==> src/rtl/pulpino_mini_top.sv <==
// pulpino_mini_top: processor-less PULPino shell for GPIO interrupt bring-up.
// Each configured edge on gpio_in becomes one event. Every event is reported
// as an 8N1 byte on uart_tx and counted on gpio_out[7:0]. gpio_out[8] is set
// once DONE_COUNT events have been reported.
// Optional build macro: UART_CTS_EN makes new frames wait for uart_cts low.
module pulpino_mini_top #(
  parameter int          BAUD_DIV      = 32,
  parameter logic [31:0] IRQ_RISE_MASK = 32'h0000_0006,
  parameter logic [31:0] IRQ_FALL_MASK = 32'h0000_0002,
  parameter int          DONE_COUNT    = 4
) (
  input  logic        clk,
  input  logic        rst_n,
  input  logic        fetch_enable_i,
  input  logic [31:0] gpio_in,
  output logic [31:0] gpio_out,
  output logic [31:0] gpio_dir,
  output logic        uart_tx,
  input  logic        uart_cts,
  output logic        uart_rts,
  output logic        uart_dtr
);

  localparam int BW = (BAUD_DIV > 1) ? $clog2(BAUD_DIV) : 1;

  typedef enum logic [1:0] {IDLE, START, DATA, STOP} tx_state_t;

  logic [31:0] s1, s2, s3;
  logic [31:0] rise_pend, fall_pend;
  logic [31:0] rise_edge, fall_edge;
  logic [31:0] clr_rise, clr_fall;
  tx_state_t   state;
  logic [BW-1:0] baud_cnt;
  logic [2:0]  bit_idx;
  logic [7:0]  shift;
  logic        tx_reg;
  logic [7:0]  evt_count;
  logic        done;
  logic        baud_end, tx_free, any_pend, cts_ok, load;
  logic [4:0]  sel_pin;
  logic        sel_rise;
  logic [7:0]  load_byte;

`ifdef UART_CTS_EN
  assign cts_ok = ~uart_cts;
`else
  logic unused_cts;
  assign unused_cts = uart_cts;
  assign cts_ok     = 1'b1;
`endif

  assign rise_edge = s2 & ~s3 & IRQ_RISE_MASK;
  assign fall_edge = ~s2 & s3 & IRQ_FALL_MASK;
  assign baud_end  = (baud_cnt == BW'(BAUD_DIV - 1));
  // The last stop-bit cycle counts as free so frames can run back-to-back.
  assign tx_free   = (state == IDLE) || ((state == STOP) && baud_end);
  assign any_pend  = |(rise_pend | fall_pend);
  assign load      = tx_free && any_pend && cts_ok;
  assign sel_rise  = rise_pend[sel_pin];
  assign load_byte = {sel_rise, 2'b00, sel_pin};
  assign clr_rise  = (load && sel_rise)  ? (32'd1 << sel_pin) : 32'd0;
  assign clr_fall  = (load && !sel_rise) ? (32'd1 << sel_pin) : 32'd0;

  // Pick the lowest pin index with any pending edge.
  always_comb begin
    // NOTE: default assignment first so no path leaves sel_pin unassigned (no latch).
    sel_pin = 5'd0;
    for (int i = 31; i >= 0; i--) begin
      if (rise_pend[i] || fall_pend[i]) sel_pin = 5'(i);
    end
  end

  // Two-flop synchronizer plus history stage for edge detection.
  always_ff @(posedge clk) begin
    if (!rst_n) begin
      s1 <= '0;
      s2 <= '0;
      s3 <= '0;
    end else begin
      // NOTE: non-blocking so each stage takes the previous stage's old value.
      s1 <= gpio_in;
      s2 <= s1;
      s3 <= s2;
    end
  end

  // Pending flags: set by enabled edges, cleared by arbitration; set wins.
  always_ff @(posedge clk) begin
    if (!rst_n) begin
      rise_pend <= '0;
      fall_pend <= '0;
    end else begin
      rise_pend <= (rise_pend & ~clr_rise) | (fetch_enable_i ? rise_edge : 32'd0);
      fall_pend <= (fall_pend & ~clr_fall) | (fetch_enable_i ? fall_edge : 32'd0);
    end
  end

  // UART transmitter: start bit, 8 data bits LSB first, one stop bit.
  always_ff @(posedge clk) begin
    if (!rst_n) begin
      state    <= IDLE;
      baud_cnt <= '0;
      bit_idx  <= '0;
      shift    <= '0;
      tx_reg   <= 1'b1;
    end else if (load) begin
      state    <= START;
      baud_cnt <= '0;
      bit_idx  <= '0;
      shift    <= load_byte;
      tx_reg   <= 1'b0;
    end else begin
      case (state)
        IDLE: baud_cnt <= '0;
        START: begin
          if (baud_end) begin
            state    <= DATA;
            baud_cnt <= '0;
            bit_idx  <= '0;
            tx_reg   <= shift[0];
            shift    <= shift >> 1;
          end else begin
            baud_cnt <= baud_cnt + 1'b1;
          end
        end
        DATA: begin
          if (baud_end) begin
            baud_cnt <= '0;
            if (bit_idx == 3'd7) begin
              state  <= STOP;
              tx_reg <= 1'b1;
            end else begin
              bit_idx <= bit_idx + 1'b1;
              tx_reg  <= shift[0];
              shift   <= shift >> 1;
            end
          end else begin
            baud_cnt <= baud_cnt + 1'b1;
          end
        end
        STOP: begin
          if (baud_end) begin
            state    <= IDLE;
            baud_cnt <= '0;
          end else begin
            baud_cnt <= baud_cnt + 1'b1;
          end
        end
        default: state <= IDLE;
      endcase
    end
  end

  // Event counter and sticky done flag, advanced on every byte load.
  always_ff @(posedge clk) begin
    if (!rst_n) begin
      evt_count <= '0;
      done      <= 1'b0;
    end else if (load) begin
      evt_count <= evt_count + 8'd1;
      if (8'(evt_count + 8'd1) == 8'(DONE_COUNT)) done <= 1'b1;
    end
  end

  assign uart_tx  = tx_reg;
  assign gpio_out = {23'd0, done, evt_count};
  assign gpio_dir = 32'h0000_01FF;
  assign uart_rts = 1'b0;
  assign uart_dtr = 1'b0;

endmodule

==> config.mk <==
export PLATFORM = sky130hd
export DESIGN_NAME = pulpino_mini_top
export DESIGN_NICKNAME = d
export VERILOG_FILES = /design/src/rtl/pulpino_mini_top.sv
export SDC_FILE = /design/constraint.sdc
export NUM_CORES = 1
export LEC_CHECK = 0
export CORE_MARGIN = 8
export CORE_UTILIZATION = 25
export CTS_CLUSTER_DIAMETER = 100
export DETAILED_ROUTE_END_ITERATION = 7
export HOLD_SLACK_MARGIN = 0.05
export PLACE_DENSITY = 0.51
export SKIP_CTS_REPAIR_TIMING = 1
export SLEW_MARGIN = 25
export SYNTH_ARGS = -nofsm -noshare
export SYNTH_HDL_FRONTEND = slang
export SYNTH_SLANG_ARGS = --single-unit
==> constraint.sdc <==
create_clock -name clk -period 5.6 [get_ports clk]
set_input_delay 0.84 -clock clk [delete_from_list [all_inputs] [get_ports clk]]
set_output_delay 0.84 -clock clk [all_outputs]
set_load 0.02 [all_outputs]
**Yosys cells after proc, flatten, opt, wreduce, memory -nomap -nowiden**

Index checks and enable logic that the tools add are counted.

- Memory bits (read-only): 0
- Logic and storage cells: 159
- Memories kept: 0
- Register bits: 101
- Bits in latches: 0
- Memory bits (writable): 0
- Output and inout bits: 67
- Bits of input ports: 36

- Magnitude comparators: 1
- Multiplexer cells: 60
- Equality and inequality tests: 16
- Divide/modulo/power cells: 0
- Multipliers: 0
- Add/subtract/negate cells: 3
- Bitwise logic cells: 12
- Reductions and logical operators: 52
- Shift-type cells: 1

Operators with widths:

| operator | count |
|---|---|
| $mux W5 | 33 |
| $and A32 B32 Y32 | 2 |
| $mux W32 | 2 |
| $not A32 Y32 | 2 |
| $logic_or A1 B1 Y1 | 33 |
| $mux W8 | 4 |
| $or A32 B2 Y32 | 1 |
| $or A32 B3 Y32 | 1 |
| $or A32 B32 Y32 | 1 |
| $reduce_or A32 Y1 | 1 |
| $shl A1 B5 Y32 const A | 1 |
| $pmux W8 S2 | 1 |
| $ne A3 B3 Y1 const B | 5 |
| $mux W3 | 4 |
| $mux W2 | 5 |
| $ne A2 B2 Y1 const B | 5 |
| $pmux W5 S2 | 1 |
| $reduce_and A5 Y1 | 2 |
| $add A8 B1 Y8 const B | 1 |
| $eq A8 B3 Y1 const B | 1 |
| $reduce_and A4 Y1 | 2 |
| $lt A5 B6 Y1 const B | 1 |
| $mux W1 | 6 |
| $pmux W2 S3 | 1 |
| 24 further kinds | 29 |

**Logic depth before layout (Yosys ltp)**

Gate-level depths: netlist of the first run.

- Depth in word-level cells: 41
- Depth in mapped cells: 12
- Depth with buffers taken out: 10

**Worst setup path before layout of the first run**

Ideal clock, no wire load.

- Kind: register to register
- Start: register rise_pend[3]
- End: register rise_pend[10]
- Slack: 2.583 ns
- Period minus slack after synthesis: 3.017 ns
- Stages on the path, launching flop included: 12
- Arrival: 2.885 ns
- Data required time: 5.467 ns
- Cells stage by stage: dfxtp_1 -> or4_1 -> a211o_1 -> a2111o_1 -> and2_1 -> buf_6 -> mux2_4 -> a22oi_4 -> nand3_2 -> a21boi_2 -> buf_6 -> a21oi_2

- Word-level cells in the longest chain between the ends: 12
- Elaborated cells on any way between the ends: 16
- Classes of those cells: shift (1); mux (7); bitwise (4); reduce/logical (4)

RTL lines:

| element | line | text |
|---|---|---|
| start: declaration | 29 | `logic [31:0] rise_pend, fall_pend;` |
| start signal: assignment | 93 | `rise_pend <= (rise_pend & ~clr_rise) \| (fetch_enable_i ? rise_edge : 32'd0);` |
| $logic_or A1 B1 Y1 | 69 | `if (rise_pend[i] \|\| fall_pend[i]) sel_pin = 5'(i);` |
| $mux W5 (4 in series) | 69 |  |
| $bmux W1 S5 | 59 | `assign sel_rise = rise_pend[sel_pin];` |
| $mux W1 (not written as such) | 59 |  |
| $logic_and A1 B1 Y1 | 61 | `assign clr_rise = (load && sel_rise) ? (32'd1 << sel_pin) : 32'd0;` |
| $mux W32 (*) | 61 |  |
| $not A32 Y32 (*) | 93 |  |
| $and A32 B32 Y32 (*) | 93 |  |
| $or A32 B3 Y32 (*) | 93 |  |

Mark *: on every way between the ends. The rest lies on a longest branch, timed or not. The select of a mux whose other input is x is not followed.
A chain may end at the register's enable or synchronous reset.

**Worst setup path after layout of the first run**

- Start: register rise_pend[6]
- End: register rise_pend[2]

- Word-level cells in the longest chain between the ends: 15
- Elaborated cells on any way between the ends: 19
- Classes of those cells: shift (1); mux (10); bitwise (4); reduce/logical (4)

RTL lines:

| element | line |
|---|---|
| $logic_or A1 B1 Y1 | 69 |
| $mux W5 (7 in series) | 69 |
| $bmux W1 S5 | 59 |
| $mux W1 (not written as such) | 59 |
| $logic_and A1 B1 Y1 | 61 |
| $mux W32 (*) | 61 |
| $not A32 Y32 (*) | 93 |
| $and A32 B32 Y32 (*) | 93 |
| $or A32 B3 Y32 (*) | 93 |

Marks and branches as above.

==> impl_metrics.ini, run 1 <==
[global_routing]
grt_max_degree = 73
grt_pass1_wl_um = 21560
grt_antenna_before_repair = 0
grt_pass1_vias = 4071
overflow = 0
globalRouteTotalUtil_pct = 10.18

[setup_path]
cp_max_fo = 18
slowest_delay_ps = 760
crit_family = compound AO/OA/AOI/OAI gates
worst-r2r-cell-count = 11
crit_arrival_ps = 4340
cp-start-kind = register
critical_path_required_ps = 5810
ff2ff_setup_slack_ps = 1470
end_kind = register
setup.worst_path.class = register to register
rr_endpoint = rise_pend[2]
cp_slowest_cell = and2_1
r2r-start = rise_pend[6]
path_cells = nor2_1 -> nand2_1 -> a2111oi_0 -> o211a_1 -> and2_1 -> mux2_4 -> a22oi_4 -> nand3_2 -> a21boi_2 -> buf_4 -> a31oi_1
crit_buf_inv = 1

[min_path]
hp-class = register to register
min_from = s1[1]
hold_depth = 1
holdPathEnd = s2[1]

[sta]
rsz0062_at_grt = false
final.min_clock_period_ps = 4128
tightest_slew_ps = 952.7
max_freq_mhz = 242.3
final_max_slew_viol_count = 0
tns_ps = 0
finalSetupViolCount = 0
finClkSkew_ps = 10.06
max_slew_margin_pct = 36.49
post-route-period-util_pct = 73.71
hold_viol = 0

[clocking]
cts_buffers = 9
clock_sinks = 98
clk_pin_slew_ps = 70
insertion_delay_ps = 350
htreeDepth = 3
cts_buffer_depth = 2
cts_tree = done
clock-root-buffer = clkbuf_16

[synth]
synth-seq-cells = 98
ys_warn_count = 0
synthCells = 612
yosysSeqAreaShare_pct = 37.71
synth_area_per_cell_um2 = 8.501
syn_area_um2 = 5202
synth-async-reset-ratio_pct = 0
synth_edf_count = 0
synthFlopType = dfxtp_1
synth.distinct_cells = 67

[run]
maxCapViolCount = 0

[power]
irDropWorstVdd_uv = 146.5
leakagePower_uw = 0.002333
p_per_area_nw_per_um2 = 280.1

[drt]
remaining_drc_errors = 0
drtPass1Iterations = 4
wirelength_um = 12800
via_per_inst = 4.644
vias = 4133
drtIter0Drc = 250
final_antenna_net_count = 0
routedWlPerCell_um = 14.39

[layout]
final_util_pct = 27.93
num_antenna_cells = 0
drive_gt1_share_pct = 8.226
final_nets = 662
syn2layout_area_growth_pct = 8.995
layout.cells.non_filler = 890
nFillCells = 2231
layout_common_cells = dfxtp_1 (98), nand2_1 (82), conb_1 (57)
layout_commonest_cell = dfxtp_1

[die]
fp.dieW_um = 160.3
core_area_um2 = 20300
die_height_um = 160.3
start_util_pct = 25.63
die_area_um2 = 25680
rows = 52
io_pins = 103

[place]
dp_cells = 874
io_buffers = 14
dpl.hpwl_um = 8986
gp_congestion = 0.8131

[outcome]
status = finished, final reports clean
## synthesized netlist by cell type (all sizes together) (9+ instances only)
library cell | n | area share (%)
a211oi | 9 | 1.3
a21oi | 34 | 4.1
a31oi | 39 | 5.1
and2 | 21 | 2.5
buf | 67 | 9.9
clkbuf | 17 | 1.2
dfxtp | 98 | 38
ha | 11 | 2.6
mux2i | 17 | 3.3
nand2 | 82 | 5.9
nor2 | 56 | 4.0
nor3 | 23 | 2.4
nor4 | 15 | 1.9
o21ai | 13 | 1.3
or4 | 9 | 1.3
## worst max path at each step
stage / cells after the start / startpoint / end
floorplan: 11 / rise_pend[3] / rise_pend[10]
global placement: 11 / rise_pend[6] / rise_pend[2]
detailed placement: 11 / rise_pend[6] / rise_pend[2]
CTS: 11 / rise_pend[6] / rise_pend[2]
global route: 11 / rise_pend[6] / rise_pend[2]
finish: 11 / rise_pend[6] / rise_pend[2]
## cell families after synthesis
kind of cell	after synthesis	synth area share [%]
multiplexers	21	4.353
other	2	0.1444
adder cells (fa/ha/maj)	11	2.645
AO/OA/AOI/OAI	137	19.36
flip-flops	98	37.71
XOR/XNOR	12	2.020
AND/OR/NAND/NOR	238	22.01
buffers and inverters	93	11.76
## power by group
part	switching, µW	internal, µW
sequential	16.7	715
combinational	152	63.7
clock	268	373
## layer usage
metal | track usage (%) | share of wire (%)
met4 | 3.441 | 0.95
met1 | 12.69 | 48
met3 | 2.776 | 4.2
met5 | 0 | 0
met2 | 16.60 | 47
## sequential cells by signal, indices dropped and copies added (netlist names), 2 cells and up
register   cells
fall_pend     32
shift          8
evt_count      8
baud_cnt       5
rise_pend     32
bit_idx        3
s1             2
s2             2
state          2
s3             2
## layout make-up
class	instances	area, µm²	area share [%]
Timing Repair Buffer	21	187.7	3.310
Tap cell	270	337.8	5.958
Clock inverter	5	61.31	1.081
Clock buffer	11	252.7	4.457
Multi-Input combinational cell	476	2835	50.00
Inverter	9	33.78	0.5958
Sequential cell	98	1962	34.60
## per-stage QoR
step | hold slack, ps | power, µW | worst slack (ps) | area [µm²]
finish | 434.7 | 1588 | 1472 | 5670
global route | 459.9 | 1662 | 1126 | 5670
CTS | 436.0 | 1604 | 1421 | 5670
detailed placement | 421.4 | 962.1 | 1440 | 5356
global placement | 421.6 | 959.8 | 1486 | 5356
floorplan | 411.9 | 942.3 | 2583 | 5409
Power figures use the tool's default switching activity.
==> inputs of run 2 (changes only) <==
- clock period: 5.6 -> 3.9 ns (I/O delays scaled with it)
==> run 2 against run 1 <==
Against the previous run: first-iteration DRC count grew 25%; fmax grew 12%; non-clock buffer count grew 11; clock skew shrank 2.9 ps; sequential cell count is the same; worst setup slack lost 1300 ps; critical path depth shrank 2; routed wire length grew 1.5%; clock-buffer cell count is the same; total power grew 42%; utilization grew 0.51 points; largest power group unchanged; clock power grew 39%; highest routed layer unchanged.
==> impl_metrics.ini, run 2 (synthesized netlist as in run 1, its figures left out) <==
[sta]
tns_ps = 0
max_slew_margin_pct = 37.57
max_freq_mhz = 271.0
post-route-period-util_pct = 94.61
hold_viol = 0
finClkSkew_ps = 7.111
tightest_slew_ps = 933.0
final_max_slew_viol_count = 0
rsz0062_at_grt = false
hold_ws_ps = 435.7
final.min_clock_period_ps = 3690
finalSetupViolCount = 0

[global_routing]
grt_antenna_before_repair = 0
grt_pass1_wl_um = 21070
use_met2_pct = 15.97
top_usage_layer = met2
grt_max_degree = 73
globalRouteTotalUtil_pct = 9.986
use_met3_pct = 2.468
grt_pass1_vias = 3912
met1_usage_pct = 12.89
overflow = 0

[clocking]
htreeDepth = 3
cts_tree = done
cts_buffers = 9
clock-root-buffer = clkbuf_16
insertion_delay_ps = 350
clock_sinks = 98
cts_buffer_depth = 2
clk_pin_slew_ps = 70

[setup_path]
crit_arrival_ps = 3870
slowest_delay_ps = 700
rr_endpoint = rise_pend[13]
cp_max_fo = 16
critical_path_required_ps = 4080
crit_top_cell = a311oi_1
worstSetupStartpoint = rise_pend[3]
path_cells = or4_1 -> a211o_1 -> a2111o_1 -> and2_1 -> a311oi_1 -> o31a_1 -> nor3_2 -> o21ai_2 -> a311oi_1
cp_slowest_cell = o21ai_2
worst-r2r-cell-count = 9
ff2ff_setup_slack_ps = 210
crit_end = rise_pend[13]
r2r-start = rise_pend[3]
end_kind = register
setup.worst_path.class = register to register
cp-start-kind = register

[run]
maxCapViolCount = 0

[power]
p_per_area_nw_per_um2 = 391.2
leakagePower_uw = 0.002387
irDropWorstVdd_uv = 173.4
p_total_uw = 2259

[layout]
post-route-cell-area_um2 = 5774
final_nets = 674
drive_gt1_share_pct = 9.826
layout_commonest_cell = dfxtp_1
syn2layout_area_growth_pct = 10.99
num_antenna_cells = 0
layout_common_cells = dfxtp_1 (98), nand2_1 (82), conb_1 (57)
reg_top3 = fall_pend: 32 flops, rise_pend: 32 flops

[place]
gp_congestion = 0.8396
dpl.hpwl_um = 9215
io_buffers = 14
detailed_place.area_um2 = 5468

[die]
start_util_pct = 25.63
rows = 52
die_height_um = 160.3
die_area_um2 = 25680
io_pins = 103
fp.dieW_um = 160.3
core_area_um2 = 20300

[drt]
drtPass1Iterations = 5
wirelength_um = 13000
drtIter0Drc = 313
remaining_drc_errors = 0
routedWlPerCell_um = 14.42
final_antenna_net_count = 0
vias = 4181
via_per_inst = 4.640

[outcome]
status = finished, final reports clean

[min_path]
hp-class = register to register
==> run 2: changes by cell type in the layout (fill, tap and decap cells not counted) <==
| cell | change |
|---|---|
| buf_4 | +9 |
| a31oi_2 | +1 |
| clkinv_4 | -2 |
| o21ai_2 | +1 |
| clkbuf_8 | -1 |
| clkbuf_1 | +1 |
| clkinvlp_4 | +1 |
| buf_12 | +2 |
| o21ai_1 | -1 |
==> run 2: how the worst min path moves through the flow <==
stage / startpoint / slack (ps) / to / cells after the start
floorplan: s1[1] / 410 / s2[1] / 1
global placement: fall_pend[20] / 420 / fall_pend[20] / 2
detailed placement: s1[1] / 420 / s2[1] / 1
CTS: fall_pend[20] / 440 / fall_pend[20] / 2
global route: fall_pend[20] / 450 / fall_pend[20] / 2
finish: s1[2] / 440 / s2[2] / 1
==> run 2: through the flow <==
stage | std cells | util (%) | setup WS, ps
floorplan | 667 | - | 882.7
global placement | 885 | 26.92 | 238.9
detailed placement | 885 | 26.94 | 223.0
CTS | 900 | 28.38 | 189.1
global route | 901 | 28.45 | 34.32
finish | 901 | 28.45 | 210.3
==> run 2: power breakdown <==
| part | leakage [µW] | switching (µW) | internal (µW) |
|---|---|---|---|
| clock | 0.000142 | 377 | 512 |
| sequential | 0.000791 | 23.4 | 1030 |
| combinational | 0.00145 | 220 | 99.1 |
| total | 0.00239 | 621 | 1640 |
==> run 2: worst max-delay path: cells and delay by family (launching register included) <==
| kind | cells | cell delay [ps] |
|---|---|---|
| AO/OA/AOI/OAI | 6 | 2220 |
| flip-flops | 1 | 350 |
| AND/OR/NAND/NOR | 3 | 950 |
==> run 2: layout make-up <==
class                      count  area (µm²)
sequential                    98        1962
clock buffer                  11       242.7
fill                        2223       14530
tap                          270       337.8
inverter                       9       33.78
timing repair buffer          32       295.3
multi-input combinational    477        2851
clock inverter                 4       51.30
==> run 2: routing by layer <==
metal	routed length (µm)	up-vias
met2	6246	83
met5	0	-
met1	6096	1982
met4	137	0
li1	-	2103
met3	515	13
